File: config.mk
export PLATFORM = sky130hd
export DESIGN_NAME = program_loader
export DESIGN_NICKNAME = d
export VERILOG_FILES = /design/src/rtl/program_loader.sv
export SDC_FILE = /design/constraint.sdc
export NUM_CORES = 1
export LEC_CHECK = 0
export ABC_AREA = 1
export CORE_AREA = 2 2 87 131
export DETAILED_ROUTE_END_ITERATION = 6
export DIE_AREA = 0 0 89 133
export RECOVER_POWER = 50
export SYNTH_ARGS = -nofsm -noshare
export SYNTH_HDL_FRONTEND = slang
export SYNTH_SLANG_ARGS = --single-unit
File: constraint.sdc
create_clock -name clk -period 3.39 [get_ports clk]
set_clock_uncertainty 0.1 [all_clocks]
set_input_delay 0.678 -clock clk [delete_from_list [all_inputs] [get_ports clk]]
set_output_delay 0.678 -clock clk [all_outputs]
set_load 0.03 [all_outputs]
File: src/rtl/program_loader.sv
// Byte-stream loader for the instruction ROM: packs big-endian words, writes them
// from address 0 upward, verifies a trailing XOR checksum and gates the CPU hold.
module program_loader #(
  parameter int ADDR_W    = 9,
  parameter int MAX_WORDS = 128
) (
  input  logic              clk,
  input  logic              reset,
  input  logic              start,
  input  logic [7:0]        len,
  input  logic              in_valid,
  input  logic [7:0]        in_data,
  output logic              in_ready,
  output logic              mem_we,
  output logic [ADDR_W-1:0] mem_addr,
  output logic [31:0]       mem_wdata,
  output logic              busy,
  output logic              done,
  output logic              err,
  output logic              cpu_hold
);

  localparam int IW = ADDR_W - 2;

  typedef enum logic [1:0] {IDLE, LOAD, CHECK, DONE} state_t;

  state_t        state;
  logic [1:0]    byte_cnt;
  logic [IW-1:0] word_idx;
  logic [IW-1:0] last_idx;
  logic [7:0]    checksum;
  logic [23:0]   asm_hi;

  logic xfer;
  logic start_ok;
  assign xfer     = in_valid & in_ready;
  assign start_ok = start && (state == IDLE || state == DONE);

  always_ff @(posedge clk or posedge reset) begin
    if (reset) begin
      state     <= IDLE;
      in_ready  <= 1'b0;
      mem_we    <= 1'b0;
      mem_addr  <= '0;
      mem_wdata <= '0;
      busy      <= 1'b0;
      done      <= 1'b0;
      err       <= 1'b0;
      cpu_hold  <= 1'b1;
      byte_cnt  <= '0;
      word_idx  <= '0;
      last_idx  <= '0;
      checksum  <= '0;
      asm_hi    <= '0;
    end else begin
      mem_we <= 1'b0;
      if (start_ok) begin
        checksum <= '0;
        byte_cnt <= '0;
        word_idx <= '0;
        last_idx <= IW'(len - 8'd1);
        cpu_hold <= 1'b1;
        if (len == 8'd0) begin
          state    <= CHECK;
          in_ready <= 1'b1;
          busy     <= 1'b1;
          done     <= 1'b0;
          err      <= 1'b0;
        end else if (int'(len) > MAX_WORDS) begin
          // Oversized program: reject outright without touching memory.
          state    <= DONE;
          in_ready <= 1'b0;
          busy     <= 1'b0;
          done     <= 1'b1;
          err      <= 1'b1;
        end else begin
          state    <= LOAD;
          in_ready <= 1'b1;
          busy     <= 1'b1;
          done     <= 1'b0;
          err      <= 1'b0;
        end
      end else begin
        case (state)
          LOAD: begin
            if (xfer) begin
              checksum <= checksum ^ in_data;
              byte_cnt <= byte_cnt + 2'd1;
              case (byte_cnt)
                2'd0: asm_hi[23:16] <= in_data;
                2'd1: asm_hi[15:8]  <= in_data;
                2'd2: asm_hi[7:0]   <= in_data;
                default: begin
                  // Word complete: the write lands next cycle while a new word starts filling.
                  mem_we    <= 1'b1;
                  mem_wdata <= {asm_hi, in_data};
                  mem_addr  <= {word_idx, 2'b00};
                  word_idx  <= word_idx + 1'b1;
                  if (word_idx == last_idx) state <= CHECK;
                end
              endcase
            end
          end
          CHECK: begin
            if (xfer) begin
              state    <= DONE;
              in_ready <= 1'b0;
              busy     <= 1'b0;
              done     <= 1'b1;
              err      <= (in_data != checksum);
              cpu_hold <= (in_data != checksum);
            end
          end
          default: ;
        endcase
      end
    end
  end

endmodule

==> Yosys cells after proc, flatten, opt, wreduce, memory -nomap -nowiden <==
Cells that the tools add are included.
{ "classes": {"addsub": 3, "n_lt_le_gt_ge": 1, "eq_ne": 12, "n_mux": 36, "bitwise": 4, "n_reduce_logical": 18} }
{ "ops": {"columns": ["op", "n"], "rows": [
  ["two-way mux 7 bit", 4],
  ["two-way mux 8 bit", 3],
  ["two-way mux 2 bit", 10],
  ["two-way mux 1 bit", 18],
  ["AND reduction 4 bit", 4],
  ["!= test 3 bit, second input constant", 4],
  ["> comparator 8 bit, second input constant", 1],
  ["logical NOT 8 bit", 1],
  ["!= test 8 bit", 1],
  ["XOR 8 bit", 1],
  ["adder 7 x 1 -> 7 bit, second input constant", 1],
  ["== test 7 bit", 1],
  ["subtractor 7 x 1 -> 7 bit, second input constant", 1],
  ["== test 2 bit, second input constant", 3],
  ["nonzero test 2 bit", 3],
  ["AND reduction 5 bit", 1],
  ["== test 2 x 1 -> 1 bit, second input constant", 2],
  ["logical NOT 2 bit", 2],
  ["case mux 2 bit (2 select lines)", 1],
  ["AND reduction 2 bit", 2],
  ["AND reduction 3 bit", 1],
  ["nonzero test 3 bit", 1],
  ["OR reduction 3 bit", 1],
  ["adder 2 x 1 -> 2 bit, second input constant", 1],
  ["5 further kinds", 6]
]} }
{ "totals": {"register_bits": 94, "out_inout_bits": 47, "elab_cells": 89} }

==> Depth between registers and ports, before layout <==
{ "depth": {"word_depth": 6, "mapped_depth": 12, "ltp_nobuf": 12} }

==> Worst setup path before layout <==
OpenSTA, ideal clock, no wires.
{ "synth_timing": {"kind": "input-to-reg", "from": "in len[0]", "to": "reg last_idx[6]", "arrival_time_ps": 1591, "required_time_ps": 3214, "path_slack_ps": 1622, "path_stages": 8, "n_path_buf": 0, "path_cell_list": "inv_1 -> ha_1 -> inv_1 -> or2_1 -> nor2_1 -> nand2_1 -> xor2_1 -> o21ai_1"} }
{ "synth_via": {"elab_chain_len": 1} }
{ "synth_lines": {"columns": ["element", "line_no", "source"], "rows": [
  ["start, declared", "10", "input logic [7:0] len,"],
  ["subtractor 7 x 1 -> 7 bit", "61", "last_idx <= IW'(len - 8'd1);"],
  ["end signal, assigned", "61", null],
  ["end, declared", "30", "logic [IW-1:0] last_idx;"]
]} }
No other way between the ends.
A chain may end at the register's enable or synchronous reset.

==> Final worst setup path <==
{ "layout_timing": {"from": "in in_valid", "to": "reg word_idx[0]"} }
{ "layout_via": {"elab_chain_len": 3} }
{ "layout_lines": {"columns": ["element", "line_no", "source"], "rows": [
  ["start, declared", "11", "input logic in_valid,"],
  ["AND 1 bit", "36", "assign xfer = in_valid & in_ready;"],
  ["nonzero test 2 bit (no source line)", null, null],
  ["AND reduction 3 bit (no source line)", null, null],
  ["end signal, assigned", "98", "word_idx <= word_idx + 1'b1;"],
  ["end, declared", "29", "logic [IW-1:0] word_idx;"]
]} }
No other way between the ends.

==> metrics.md <==
| Metric | Value |
|---|---|
| Outcome | `complete, but fails checks` |
| Failing checks | `max-capacitance violations, max-slew violations` |
| Combinational Power Share | `0.239` |
| Register area | `0.002354 mm²` |
| Count leader, synth | `nand2_1` |
| Synth area leaders | `dfrtp_1 55%, nand2_1 15%, o21ai_1 3.5%, o21ai_2 3.3%, inv_1 3.0%` |
| CP Depth | `9` |
| DP Area | `roughly 0.005 mm²` |
| CP endpoint kind | `flip-flop` |
| 1st-pass router iterations | `4` |
| Filler cells | `between 1,000 and 1,500` |
| Setup violations, final | `0` |
| Final hold violation count | `0` |
| Top cell type's share of synthesized area | `0.5534` |
| Mapped Cells | `~460` |
| RSZ-0062 raised after global routing | `false` |
| Sequential Power Share | `0.466` |
| Total GRT Usage | `0.1642` |
| Synth warn | `0` |
| Finished Cell Area | `between 0.005 and 0.006 mm²` |
| Die Ht | `~130 µm` |
| Final Wtd Congestion | `slightly above 0.8` |
| Period utilization | `0.7576` |
| Cell-internal power | `approximately 2.1 mW` |
| DP Worst Slack | `slightly below 0.8 ns` |
| Slowest cell delay on critical path | `between 0.5 and 0.6 ns` |
| Clock tree buffer depth | `2` |
| Post-synth top cells | `171 x nand2_1, 93 x dfrtp_1, 34 x inv_1` |
| Post-synth top flop | `dfrtp_1` |
| Initial antenna violation count | `0` |
| Initial DRC count | `159` |
| Sw frac | `0.3213` |
| CP arrival | `about 2.7 ns` |
| VDD IR max | `0.0003604 V` |
| MaxCap Viol Count | `1` |
| First-pass GRT wire length | `about 15 mm` |
| Sequential fraction of the synthesis area | `0.5597` |
| Cell mode on critical path | `nand2_1` |
| Post-CTS setup buffers | `0` |
| Vias | `between 3,000 and 4,000` |
| Met3 wire length | `231 µm` |
| Crit Path Class | `input port to flip-flop` |
| Die area | `~0.012 mm²` |
| Rows | `between 40 and 50` |
| Setup_tns | `0 ns` |
| Avg WL per Cell | `about 13 µm` |
| Pwr Density | `a little under 600 mW/mm²` |
| Post-DP HPWL | `6.579 mm` |
| Initial Utilization | `0.3886` |
| Reg2Reg Depth | `7` |
| Path category of the worst min-delay check | `flip-flop to flip-flop` |
| Post-cts hold buffer count | `0` |
| WL met1 | `3.672 mm` |
| Synthesized cell area | `0.004205 mm²` |
| Final Net Count | `roughly 550` |
| Multi-input gate area | `roughly 0.0015 mm²` |
| Fin. max-slew vios | `between 40 and 50` |
| Number of CTS-inserted buffers | `9` |
| Top Layer Used | `met4` |
| Final WS setup | `~0.82 ns` |
| Share of cells above drive strength 1 | `0.08318` |
| Pin count of the biggest net entering global routing | `55` |
| Total Power | `3.082 mW` |
| Port Buffers | `64` |
| ANT nets after route | `0` |
| # diodes | `0` |
| Wire length on met2 | `about 4.8 mm` |
| Post-synth top area cell | `dfrtp_1` |
| Die W | `around 89 µm` |
| CP Cell Sequence | `dlygate4sd3_1, nand2_1, clkinv_1, nand2_1, nor2_8, nand2_4, buf_4, nor2_1, o21bai_1` |
| Slew margin rel. | `-0.2103` |
| Worst-margin pin slew | `approximately 1.8 ns` |
| Resize count post-CTS | `0` |
| Final Core Density | `0.4784` |
| DR vias/cell | `between 4 and 5` |
| Worst setup SP type | `input port` |
| Unique cell type count in the Yosys netlist | `32` |
| Clk slew on worst S/H paths | `0.06 ns` |
| Hold Path Cell Cnt | `2` |
| Area Overhead vs Synth | `23.09%` |
| Final WL | `roughly 9 mm` |
| Core Box Area | `around 0.011 mm²` |
| Delay-heaviest family, CP | `buffers and inverters` |
| EDFF count, synth | `0` |
| Synth async-reset ratio | `1.000` |
| Io pins | `between 60 and 70` |
| CTS tree | `yes` |
| H-tree levels | `3` |
| Yosys reg bits | `94` |
| Net Switching | `0.9902 mW` |
| Required time worst endpoint | `~3.5 ns` |
| Clk pwr share | `0.295` |
| Clock sink total | `94` |
| Vias in the first global route | `3,131` |
| WP buf/inv | `3` |
| Worst-Skew Late Latency | `around 0.34 ns` |
| Grt ovf | `0` |
| DRC errors left | `0` |
| Root buffer cell | `clkbuf_16` |
| Min Tclk post-route | `between 2 and 3 ns` |
| Max Fclk | `slightly below 400 MHz` |
| Slowest cell on crit path | `dlygate4sd3_1` |
| CP max FO | `54` |
| P_leak | `2.530 nW` |
| Mean area per synthesized cell | `between 9 and 10 µm²` |
==> final timing paths <==
check,startpoint,end,slack (ns)
max,in_valid,word_idx[0]$_DFFE_PP0P_,0.82
min,asm_hi[14]$_DFFE_PP0P_,mem_wdata[22]$_DFFE_PP0P_,0.36
max reg2reg,state[0]$_DFFE_PP0P_,word_idx[0]$_DFFE_PP0P_,1.20
min reg2reg,asm_hi[14]$_DFFE_PP0P_,mem_wdata[22]$_DFFE_PP0P_,0.36
max in group asynchronous,reset,mem_wdata[16]$_DFFE_PP0P_,0.94
min in group asynchronous,reset,asm_hi[7]$_DFFE_PP0P_,1.14
==> layer usage <==
layer,up-vias,track usage
li1,1578,-
met1,1474,0.1958
met2,54,0.2877
met5,-,0
met3,13,0.02620
met4,0,0.06633
==> power by group through the flow <==
stage	Clock [mW]	Sequential [mW]	Combinational, mW
2_1_floorplan	0	1.47	0.535
3_3_place_gp	0	1.45	0.736
3_5_place_dp	0	1.46	0.762
4_1_cts	0.936	1.44	0.766
5_1_grt	0.973	1.46	0.842
6_report	0.910	1.44	0.737
==> tightest hold or removal path, delay by kind of cell, from the launching register on <==
| kind | cells | cell delay [ns] |
|---|---|---|
| AND/OR/NAND/NOR | 2 | 0.09 |
| flip-flops | 1 | 0.34 |
==> cell type report <==
type	count	area share
multi-input cells	311	0.2988
inverters	39	0.02852
flip-flops and latches	94	0.4547
repair buffers	69	0.1305
clock inverters	5	0.007010
clock buffers	11	0.04496
well taps	147	0.03553
==> flip-flops by register name, summed over array words and instances (netlist names) <==
signal,flops
mem_wdata,32
asm_hi,24
checksum,8
last_idx,7
mem_addr,7
word_idx,7
byte_cnt,2
state,2
busy,1
cpu_hold,1
done,1
err,1
mem_we,1
==> metrics by stage <==
step | hold WS (ns) | instances
after CTS | 0.3679 | 676
after global placement | 0.3557 | 660
after detailed placement | 0.3548 | 660
final | 0.3634 | 676
after floorplan | 0.3422 | 463
after global routing | 0.3861 | 676
==> cell families after synthesis <==
kind of cell / count (synthesis) / share of synthesized area
other cells: 1 / 0.0008917
xor+xnor: 13 / 0.02708
flops: 94 / 0.5597
simple gates: 217 / 0.2157
fa+ha+maj: 9 / 0.02678
buf+inv: 58 / 0.06724
compound gates: 70 / 0.1026
==> placed cells by master, fill, tap and decap left out, drive strengths merged <==
master         synthesis  layout
xnor2                  6       6
clkbuf                 0      12
conb                   1       2
o21bai                 1       1
xor2                   7       7
clkdlybuf4s50          0      61
clkinv                 0       3
a21oi                  2       2
nor3                   3       3
buf                   19       4
dfstp                  1       1
nand2b                 1       1
o21ai                 61      61
inv                   39      37
a22oi                  1       1
nand2                176     176
or2                    1       1
clkinvlp               0       4
a21boi                 1       1
o22a                   1       1
nand4                  1       1
nand3                 19      19
dlygate4sd3            0       3
ha                     9       9
dfrtp                 93      93
nor2                  15      15
nor3b                  1       1
o22ai                  3       3
(Power assumes the default switching activity.)
